==> src/rtl/fu_mul_sched.sv <==
// Round-robin scheduler sharing one non-pipelined multi-cycle multiplier FU among N requesters.
// Define FU_MUL_SCHED_TIMEOUT_EN to add a WAIT watchdog and the sticky err output.
module fu_mul_sched #(
    parameter int N       = 4,
    parameter int TAG_W   = 4,
    parameter int LAT     = 7,
    parameter int TIMEOUT = 15
) (
    input  logic                   clk,
    input  logic                   rst_n,
    input  logic [N-1:0]           req_valid,
    output logic [N-1:0]           req_ready,
    input  logic [N*32-1:0]        req_a,
    input  logic [N*32-1:0]        req_b,
    input  logic [N*TAG_W-1:0]     req_tag,
    output logic                   fu_en,
    output logic [31:0]            fu_a,
    output logic [31:0]            fu_b,
    input  logic                   fu_finish,
    input  logic [31:0]            fu_res,
    output logic                   res_valid,
    input  logic                   res_ready,
    output logic [31:0]            res_data,
    output logic [TAG_W-1:0]       res_tag,
    output logic [$clog2(N)-1:0]   res_src,
`ifdef FU_MUL_SCHED_TIMEOUT_EN
    output logic                   err,
`endif
    output logic                   busy
);

    localparam int SRC_W = $clog2(N);
    localparam int CD_W  = $clog2(LAT + 1);

    localparam logic [1:0] S_IDLE  = 2'd0;
    localparam logic [1:0] S_ISSUE = 2'd1;
    localparam logic [1:0] S_WAIT  = 2'd2;
    localparam logic [1:0] S_HOLD  = 2'd3;

    if (N < 2 || N > 8 || LAT < 1 || TIMEOUT < 1) begin : g_param_chk
        $error("fu_mul_sched: unsupported parameter value");
    end

    logic [1:0]       state_q, state_d;
    logic [CD_W-1:0]  cd_q, cd_d;
    logic [SRC_W-1:0] rr_ptr_q, rr_ptr_d;
    logic [31:0]      fu_a_q, fu_a_d;
    logic [31:0]      fu_b_q, fu_b_d;
    logic [31:0]      res_data_q, res_data_d;
    logic [TAG_W-1:0] res_tag_q, res_tag_d;
    logic [SRC_W-1:0] res_src_q, res_src_d;
    logic             res_valid_q, res_valid_d;

`ifdef FU_MUL_SCHED_TIMEOUT_EN
    localparam int WD_W = $clog2(TIMEOUT + 1);
    logic [WD_W-1:0]  wd_q, wd_d;
    logic             err_q, err_d;
`endif

    logic [31:0]      a_arr   [N];
    logic [31:0]      b_arr   [N];
    logic [TAG_W-1:0] tag_arr [N];

    for (genvar i = 0; i < N; i++) begin : g_slice
        assign a_arr[i]   = req_a[32*i +: 32];
        assign b_arr[i]   = req_b[32*i +: 32];
        assign tag_arr[i] = req_tag[TAG_W*i +: TAG_W];
    end

    // Search starts one past the last granted index so every requester gets a turn.
    logic             gnt_found;
    logic [SRC_W-1:0] gnt_idx;
    logic             can_grant;

    always_comb begin
        int cand;
        cand      = 0;
        gnt_found = 1'b0;
        gnt_idx   = '0;
        for (int k = 1; k <= N; k++) begin
            cand = (int'(rr_ptr_q) + k) % N;
            if (!gnt_found && req_valid[SRC_W'(cand)]) begin
                gnt_found = 1'b1;
                gnt_idx   = SRC_W'(cand);
            end
        end
    end

    assign can_grant = (state_q == S_IDLE) && (cd_q == '0) && gnt_found;
    assign req_ready = can_grant ? (N'(1) << gnt_idx) : '0;

    always_comb begin
        state_d     = state_q;
        cd_d        = cd_q;
        rr_ptr_d    = rr_ptr_q;
        fu_a_d      = fu_a_q;
        fu_b_d      = fu_b_q;
        res_data_d  = res_data_q;
        res_tag_d   = res_tag_q;
        res_src_d   = res_src_q;
        res_valid_d = res_valid_q;
`ifdef FU_MUL_SCHED_TIMEOUT_EN
        wd_d        = wd_q;
        err_d       = err_q;
`endif
        if (cd_q != '0) begin
            cd_d = cd_q - 1'b1;
        end

        case (state_q)
            S_IDLE: begin
                if (can_grant) begin
                    fu_a_d    = a_arr[gnt_idx];
                    fu_b_d    = b_arr[gnt_idx];
                    res_tag_d = tag_arr[gnt_idx];
                    res_src_d = gnt_idx;
                    rr_ptr_d  = gnt_idx;
                    state_d   = S_ISSUE;
                end
            end
            S_ISSUE: begin
`ifdef FU_MUL_SCHED_TIMEOUT_EN
                wd_d    = WD_W'(TIMEOUT - 1);
`endif
                state_d = S_WAIT;
            end
            S_WAIT: begin
                if (fu_finish) begin
                    res_data_d  = fu_res;
                    res_valid_d = 1'b1;
                    state_d     = S_HOLD;
                end
`ifdef FU_MUL_SCHED_TIMEOUT_EN
                // FU presumed hung: hand back a marker and re-arm the cooldown in case it wakes up later.
                else if (wd_q == '0) begin
                    res_data_d  = 32'hDEAD_BEEF;
                    res_valid_d = 1'b1;
                    err_d       = 1'b1;
                    cd_d        = CD_W'(LAT);
                    state_d     = S_HOLD;
                end else begin
                    wd_d = wd_q - 1'b1;
                end
`endif
            end
            S_HOLD: begin
                if (res_ready) begin
                    res_valid_d = 1'b0;
                    state_d     = S_IDLE;
                end
            end
            default: state_d = S_IDLE;
        endcase
    end

    always_ff @(posedge clk or negedge rst_n) begin
        if (!rst_n) begin
            state_q     <= S_IDLE;
            cd_q        <= CD_W'(LAT);
            rr_ptr_q    <= SRC_W'(N - 1);
            fu_a_q      <= '0;
            fu_b_q      <= '0;
            res_data_q  <= '0;
            res_tag_q   <= '0;
            res_src_q   <= '0;
            res_valid_q <= 1'b0;
`ifdef FU_MUL_SCHED_TIMEOUT_EN
            wd_q        <= '0;
            err_q       <= 1'b0;
`endif
        end else begin
            state_q     <= state_d;
            cd_q        <= cd_d;
            rr_ptr_q    <= rr_ptr_d;
            fu_a_q      <= fu_a_d;
            fu_b_q      <= fu_b_d;
            res_data_q  <= res_data_d;
            res_tag_q   <= res_tag_d;
            res_src_q   <= res_src_d;
            res_valid_q <= res_valid_d;
`ifdef FU_MUL_SCHED_TIMEOUT_EN
            wd_q        <= wd_d;
            err_q       <= err_d;
`endif
        end
    end

    assign fu_en     = (state_q == S_ISSUE);
    assign fu_a      = fu_a_q;
    assign fu_b      = fu_b_q;
    assign res_valid = res_valid_q;
    assign res_data  = res_data_q;
    assign res_tag   = res_tag_q;
    assign res_src   = res_src_q;
    assign busy      = (state_q != S_IDLE) || (cd_q != '0);
`ifdef FU_MUL_SCHED_TIMEOUT_EN
    assign err       = err_q;
`endif

endmodule

==> config.mk <==
export PLATFORM = sky130hd
export DESIGN_NAME = fu_mul_sched
export DESIGN_NICKNAME = d
export VERILOG_FILES = /design/src/rtl/fu_mul_sched.sv
export SDC_FILE = /design/constraint.sdc
export NUM_CORES = 1
export LEC_CHECK = 0
export CORE_AREA = 3 3 162 164
export CTS_CLUSTER_SIZE = 24
export DETAILED_ROUTE_END_ITERATION = 8
export DIE_AREA = 0 0 165 167
export MAX_ROUTING_LAYER = met4
export PLACE_DENSITY = 0.58
export RECOVER_POWER = 25
export SLEW_MARGIN = 10
export SYNTH_ARGS = -nofsm -noshare
export SYNTH_HDL_FRONTEND = slang
export SYNTH_SLANG_ARGS = --single-unit
==> constraint.sdc <==
create_clock -name clk -period 6.2 [get_ports clk]
set_input_delay 0.62 -clock clk [delete_from_list [all_inputs] [get_ports clk]]
set_output_delay 0.62 -clock clk [all_outputs]
set_load 0.1 [all_outputs]
-- Yosys cells after proc, flatten, opt, wreduce, memory -nomap -nowiden
Cells that the tools add are included.
- multipliers: 0
- div/mod/pow operators: 0
- eq/ne operators: 6
- reductions and logical operators: 18
- bitwise operators: 1
- muxes and demuxes: 37
- add/subtract/negate cells: 5
- shifts and indexed selects: 1
- order comparisons: 5
- operator list (cell ; number):
    binary-select mux 32 bit (select 2 bit) ; 2
    two-way mux 32 bit ; 4
    less-than comparator 2 x 4 -> 1 bit, second input constant ; 4
    two-way mux 1 bit ; 14
    two-way mux 2 bit ; 7
    two-way mux 4 bit ; 3
    binary-select mux 1 bit (select 2 bit) ; 4
    binary-select mux 4 bit (select 2 bit) ; 1
    case mux 2 bit (4 select lines) ; 1
    != test 2 bit, second input constant ; 3
    AND reduction 3 bit ; 2
    logical AND 1 bit ; 5
    adder 2 x 1 -> 2 bit, second input constant ; 2
    adder 2 bit, second input constant ; 2
    equality test 2 bit, second input constant ; 2
    AND reduction 2 bit ; 2
    nonzero test 2 bit ; 2
    << shifter 1 x 2 -> 4 bit, first input constant ; 1
    greater-or-equal comparator 3 bit, second input constant ; 1
    logical NOT 1 bit ; 3
    logical NOT 3 bit ; 1
    NOT 2 -> 3 bit ; 1
    nonzero test 3 bit ; 1
    subtractor 3 x 1 -> 3 bit, second input constant ; 1
    4 further kinds ; 4
- bits in latches: 0
- word-level logic and storage cells: 82
- RAM bits: 0
- memory bits (read-only): 0
- output and inout bits: 109
- input bits: 312
- bits in registers: 110
- memories: 0

-- Logic depth before layout (Yosys ltp)
Gate-level depths: netlist (run 1).
- word-level depth: 18
- mapped depth: 9
- gate-level depth less buffers: 7

-- Worst setup path after synthesis (run 1)
No wires, ideal clock.
- path kind: register -> output
- start point: register cd_q[0]
- end point: output port req_ready[2]
- stages on the path, launching flop included: 9
- path slack: 1923 ps
- required time: 5580 ps
- path buffers: 1
- data arrival time: 3657 ps
- cell sequence: dfstp_2 inv_1 ha_1 nor2b_1 nand2_1 a21oi_1 clkbuf_1 nand2_1 nor2_1
- cells in the longest elaborated chain, start to end: 4
- RTL lines (element ; line ; text):
    start: declaration ; 45 ; logic [CD_W-1:0] cd_q, cd_d;
    start signal: assignment ; 159 ; cd_q <= CD_W'(LAT);
    logical NOT 3 bit ; 89 ; assign can_grant = (state_q == S_IDLE) && (cd_q == '0) && gnt_found;
    logical AND 1 bit (2 in a row) ; 89 ;
    two-way mux 4 bit ; 90 ; assign req_ready = can_grant ? (N'(1) << gnt_idx) : '0;
    end: declaration ; 12 ; output logic [N-1:0] req_ready,
Every way passes these cells.

-- Worst setup path after layout (run 1)
- start point: register cd_q[0]
- end point: output port req_ready[3]
Same word-level chain as after synthesis.

==> results of run 1 <==
-- state kept, by name, indices dropped and copies added (netlist names), 2 cells and up --
signal,count
fu_b,32
fu_a,32
state_q,2
res_src,2
res_data,32
res_tag,4
rr_ptr_q,2
cd_q,3
-- routing by layer --
| metal | vias to the layer above | GRT usage [%] | part of all wire (%) |
|---|---|---|---|
| met4 | 0 | 4.486 | 1.3 |
| li1 | 2848 | - | - |
| met2 | 311 | 31.90 | 50 |
| met1 | 2934 | 23.11 | 40 |
| met5 | - | - | 0 |
| met3 | 27 | 4.900 | 8.1 |
-- cell families (layout without fill, tap and decap cells) --
family	after synthesis	after routing
DFF	110	110
AOI/OAI and AO/OA	157	157
muxes	101	101
and+or+nand+nor	105	105
adders and majority gates	7	7
other	0	2
buffers and inverters	58	453
xor gates and xnor gates	1	1
-- power breakdown --
group	switching (W)	internal, W	leakage, nW
combinational	0.00372	0.00136	2.72
sequential	0.000199	0.00109	1.25
clock	0.000283	0.000319	0.145
total	0.00420	0.00276	4.11
-- worst min-delay path by stage --
| stage | end | from | depth (start not counted) |
|---|---|---|---|
| floorplan | fu_a[0] | rst_n | 0 |
| global placement | res_src[1] | res_src[1] | 2 |
| detailed placement | res_src[1] | res_src[1] | 2 |
| CTS | res_data[13] | rst_n | 1 |
| global route | res_src[1] | res_src[1] | 2 |
| finish | res_src[1] | res_src[1] | 2 |
-- cell usage in the layout, fill, tap and decap left out, types with 5 or more instances in the layout --
cell type,netlist,final
clkdlybuf4s50_1,0,418
dfrtp_1,105,105
mux2_2,96,96
nor2_1,79,79
a21oi_1,71,70
a222oi_1,69,69
nand2_1,11,11
o21ai_0,9,9
clkbuf_16,0,9
inv_1,8,8
ha_1,7,7
buf_4,0,7
nor2b_1,5,5
-- stage by stage --
step	total power [W]	instance area, sq um	worst slack [ps]	util (%)	std cells
finish	0.006964	10640	1950	42.48	1266
global route	0.007303	10640	1446	42.48	1266
CTS	0.007039	10640	1928	42.50	1264
detailed placement	0.006401	10340	1950	41.31	1248
global placement	0.006378	10340	1989	41.31	1248
floorplan	0.005026	5838	1923	-	539
-- cell type report --
type                            count  area [sq um]  share of cell area [%]
Multi-Input combinational cell    371          2873                   27.01
Tap cell                          330         412.9                   3.882
Clock inverter                      5         65.06                  0.6117
Clock buffer                       11         232.7                   2.188
Sequential cell                   110          2759                   25.94
Antenna cell                        2         5.005                 0.04705
Timing Repair Buffer              429          4259                   40.04
Inverter                            8         30.03                  0.2823
-- worst reg2reg max path: stages, from the launching register on --
cell and delay [ps]:
dfstp_2 620, or3b_1 150, o311a_4 400, buf_4 650, mux2_2 500, a222oi_1 380, a21oi_1 120
==> impl_results.md, run 1 <==
* Run status: finished, violations left
* Violated checks: design-rule violations, max-capacitance violations, max-slew violations
* Synth cell types at 30
* #FFs+latches synth at 110
* FF-to-FF path depth at 6
* Final net count at 1248
* Clock skew at 8.205 ps
* # IOs at 421
* Critical R2R Launch: rr_ptr_q[1]
* I/O Buffers at 420
* Synth Warn # at 0
* Worst hold path class: reg -> reg
* CP dominant cell by count: nand2_1
* Post-synth EDFFs at 0
* Largest net degree at the start of global routing at 86
* Async set-reset flop share out of synthesis at 100.0%
* Antenna violations before repair at 3
* Synth top area share at 45.01%
* Root Driver: clkbuf_16
* VDD IR max at 0.4650 mV
* Avg Synthesized Cell Area at 10.83 sq um
* P&R area growth vs syn at 82.19%
* Fill count at 2428
* Num rows at 58
* Total Routing Usage GR at 19.13%
* DRT Pass-1 Iters at 9
* Crit. Startpoint: cd_q[0]
* Ys flop type: dfrtp_1
* Pleak at 4.111 nW
* Startpoint types: flip-flop
* Max-Cap Viols at 3
* R2R Setup Slk at 3240 ps
* Starting Density at 23.32%
* Slowest CP cell: clkdlybuf4s50_1
* DRT Wirelength at 26.54 mm
* Post-DRT Antenna Nets at 0
* Layout cell share with drive strength beyond 1 at 13.92%
* Critical path depth in cells at 9
* Area leader, netlist: dfrtp_1
* Slew Limit Fails at 146
* Cell Area, Synth at 5838 sq um
* Die Height at 167 um
* Setup TNS at 0 ps
* DIE AREA at 27560 sq um
* WP buf/inv at 3
* Largest family of logic cells by synthesized area: compound AO/OA/AOI/OAI gates
* CTS sink count at 110
* TritonCTS clock tree: built
* Gr ovfl total at 0
* CTS max path bufs at 2
* Max-slew headroom at -81.66%
* Initial drt markers at 513
* Max Fclk at 0.2353 GHz
* Final setup fails at 0
* Least-Margin Pin Slew at 2725 ps
* CTS clk-pin slew, worst paths at 80 ps
* Worst r2r dst: fu_a[6]
* Post-synth net total at 858
* Post-synth top cells: dfrtp_1, mux2_2, nor2_1
* Final Cycle Share at 68.55%
* Fin. Hold Viols at 0
* Synth Area in XOR/XNOR at 0.1500%
* Via count at 6120
* DRC at 4
* Post-synthesis mux area share at 19.55%
* Top delay family on crit path: buffers and inverters
* Hold_buf cts at 0
* Tmin final at 4250 ps
* Count leader, synth: dfrtp_1
* DR vias/cell at 4.834
* P per Cell Area at 654.7 nW/um^2
* Adder-Cell Fraction of Synth Area at 1.500%
* Post-CTS resize count at 0
* Width of the die at 165 um
* Worst skew pair latency at 350 ps
* Post-CTS Setup Bufs at 0
* Cell breakdown of the critical path: inv_1 > ha_1 > nor2b_1 > nand2_1 > a21oi_4 > buf_4 > nand2_1 > nor2_1 > clkdlybuf4s50_1
* Post-Syn Instances at 539
* Worst path required time at 5580 ps
* Crit Path Max Fanout at 56
* Placer Congestion at 0.8174
* TritonCTS Buffers at 9
* First-pass GRT wire length at 38.51 mm
* Post-synthesis sequential area ratio at 47.26%
* Synth area leaders: dfrtp_1, mux2_2, a222oi_1
* CTS H-tree depth at 3
* Worst setup EP type: primary output
* Worst EP arrival at 3630 ps
* Routed len/inst at 20.97 um
* RSZ-0062 raised after global routing: no
* Compound-Gate Fraction of Synth Area at 19.89%
* Slowest stage delay, CP at 1150 ps
* WHS at 489.2 ps
* Dpl hpwl at 19.66 mm
* Number of global-route vias before repair at 6217
* Core Footprint at 25040 sq um
* Post-synthesis simple-gate area fraction at 7.372%
* WS Path Type: reg -> out
* CP endpoint: req_ready[3]
(Power assumes the default switching activity.)
==> run 2, diff against run 1 <==
Settings changed: CORE_AREA 3 3 162 164 to 3 3 161 163, DIE_AREA 0 0 165 167 to 0 0 164 166, PLACE_DENSITY 0.58 to 0.61.
Clock period 6.2 ns to 3.85 ns, I/O delays scaled along.
==> impl_results.md, run 2 (synthesis gave the netlist of run 1 again) <==
* Run status: finished, violations left
* Violated checks: max-capacitance violations, max-slew violations
* Inst Count DP at 1245 (-0.24%)
* Hold Path Origin: res_src[1]
* Fin. Hold Viols at 0 (unchanged)
* TritonCTS clock tree: built
* CTS sink count at 110 (unchanged)
* Switching share of total power at 60.51% (+0.20 points)
* Worst path required time at 3460 ps (-2120 ps)
* Power Internal at 0.004444 W (+61%)
* First-pass GRT wire length at 37.90 mm (-1.6%)
* Hold_buf cts at 0 (unchanged)
* Placer Congestion at 0.7828 (-4.2%)
* Gr ovfl total at 0 (unchanged)
* Least-Margin Pin Slew at 2857 ps (+131.8 ps)
* Final net count at 1251 (+0.24%)
* Diodes inserted at 0 (-2)
* Hold Crit Depth at 2 (unchanged)
* CTS H-tree depth at 3 (unchanged)
* Initial drt markers at 512 (-0.19%)
* Max-Cap Viols at 1 (-2)
* Tmin final at 2907 ps
* R2R Setup Slk at 1310 ps (-1930 ps)
* Post-CTS Setup Bufs at 0 (unchanged)
* Worst r2r dst: fu_b[18]
* Post-DRT Antenna Nets at 0 (unchanged)
* Pleak at 4.158 nW (+1.2%)
* Crit Path Max Fanout at 26 (-54%)
* Starting Density at 23.87% (+0.55 points)
* PnR worst setup slack at 943.0 ps (-1007 ps)
* Max Fclk at 0.3440 GHz
* CTS clk-pin slew, worst paths at 90 ps (about the same)
* Part of the power in registers at 18.4% (about the same)
* Worst hold path class: reg -> reg
* Via count at 6178 (+0.95%)
* DRT Wirelength at 25.84 mm (-2.6%)
* Clock power share at 8.6% (about the same)
* FF-to-FF path depth at 6 (unchanged)
* Num rows at 57 (-1.7%)
* Slew Limit Fails at 50 (-66%)
* Startpoint types: input pin
* Die Height at 166 um (-0.60%)
* Dpl hpwl at 19.63 mm (-0.15%)
* Layout cell share with drive strength beyond 1 at 15.26% (+1.3 points)
* Worst skew pair latency at 360 ps (about the same)
* Worst EP arrival at 2520 ps (-1110 ps)
* Crit. Startpoint: req_valid[2]
* Final Cycle Share at 75.51%
* P per Cell Area at 1051 nW/um^2 (+61%)
* Root Driver: clkbuf_16
* Clock skew at 15.90 ps (+7.693 ps)
* Finished Core Util at 43.77% (+1.3 points)
* TritonCTS Buffers at 9 (unchanged)
* DRC at 0 (-4)
* Width of the die at 164 um (-0.61%)
* Critical R2R Launch: rr_ptr_q[1]
* I/O Buffers at 420 (unchanged)
* Non-Filler Instances at 1261 (-0.39%)
* Post-CTS resize count at 0 (unchanged)
* Total Routing Usage GR at 18.84% (-0.29 points)
* NetSw at 0.006809 W (+62%)
* # IOs at 421 (unchanged)
* Hold Path Sink: res_src[1]
* WS Path Type: in -> out
* Final setup fails at 0 (unchanged)
* Pre-CTS setup slack at 783.7 ps (-1166 ps)
* DR vias/cell at 4.899 (+1.3%)
* RSZ-0062 raised after global routing: no
* Core Footprint at 24460 sq um (-2.3%)
* Worst setup EP type: primary output
* Routed len/inst at 20.49 um (-2.3%)
* Antenna violations before repair at 0 (-3)
* Commonest non-fill, non-tap cell in the layout: clkdlybuf4s50_1
* Max-slew headroom at -90.44% (-8.8 points)
* Number of global-route vias before repair at 6476 (+4.2%)
* DRT Pass-1 Iters at 8 (-1)
* Logic pwr share at 73.0% (+0.2 points)
* CTS max path bufs at 2 (unchanged)
* VDD IR max at 0.7072 mV (+52%)
* DIE AREA at 27220 sq um (-1.2%)
* P&R area growth vs syn at 83.39%
* Largest net degree at the start of global routing at 72 (-16%)
* Most frequent cells in the layout: clkdlybuf4s50_1, dfrtp_1, mux2_2
[run 2: worst max path at each step]
stage	end	slack, ps	cells after the start
floorplan	req_ready[2]	-190	8
global placement	fu_b[3]	840	7
detailed placement	fu_b[13]	780	7
CTS	req_ready[0]	920	6
global route	fu_a[4]	690	1
finish	req_ready[0]	940	6
[run 2: routing by layer]
layer	track usage (%)	vias to the layer above	share of wire (%)
li1	-	2854	-
met4	3.972	0	1.2
met1	20.67	2984	38
met2	34.40	323	53
met3	4.490	17	8.4
met5	-	-	0
[run 2: area by class of cell]
cell class,count,area (sq um)
Multi-Input combinational cell,371,2873
Inverter,8,30.03
Clock inverter,7,78.83
Fill cell,2391,13760
Timing Repair Buffer,432,4335
Clock buffer,9,225.2
Tap cell,324,405.4
Sequential cell,110,2759
[run 2: through the flow]
stage / hold slack, ps / setup TNS, ps / cell area [sq um] / total power, W
finish: 488.9 / 0 / 10710 / 0.01125
global route: 516.2 / 0 / 10710 / 0.01180
CTS: 71.63 / 0 / 10710 / 0.01138
detailed placement: 467.4 / 0 / 10410 / 0.01036
global placement: 461.2 / 0 / 10410 / 0.01033
floorplan: 89.41 / -384.5 / 5838 / 0.008094
[run 2: power by group through the flow]
stage | sequential (W) | clock [W] | combinational (W)
finish | 0.00207 | 0.000967 | 0.00821
global route | 0.00215 | 0.00106 | 0.00859
CTS | 0.00208 | 0.00102 | 0.00828
detailed placement | 0.00209 | 0 | 0.00827
global placement | 0.00207 | 0 | 0.00825
floorplan | 0.00603 | 0 | 0.00206
[run 2: critical path: stages]
cell,delay (ps)
clkdlybuf4s50_1,550
or2_2,380
a21oi_1,140
a21o_2,540
and2_1,220
buf_4,290
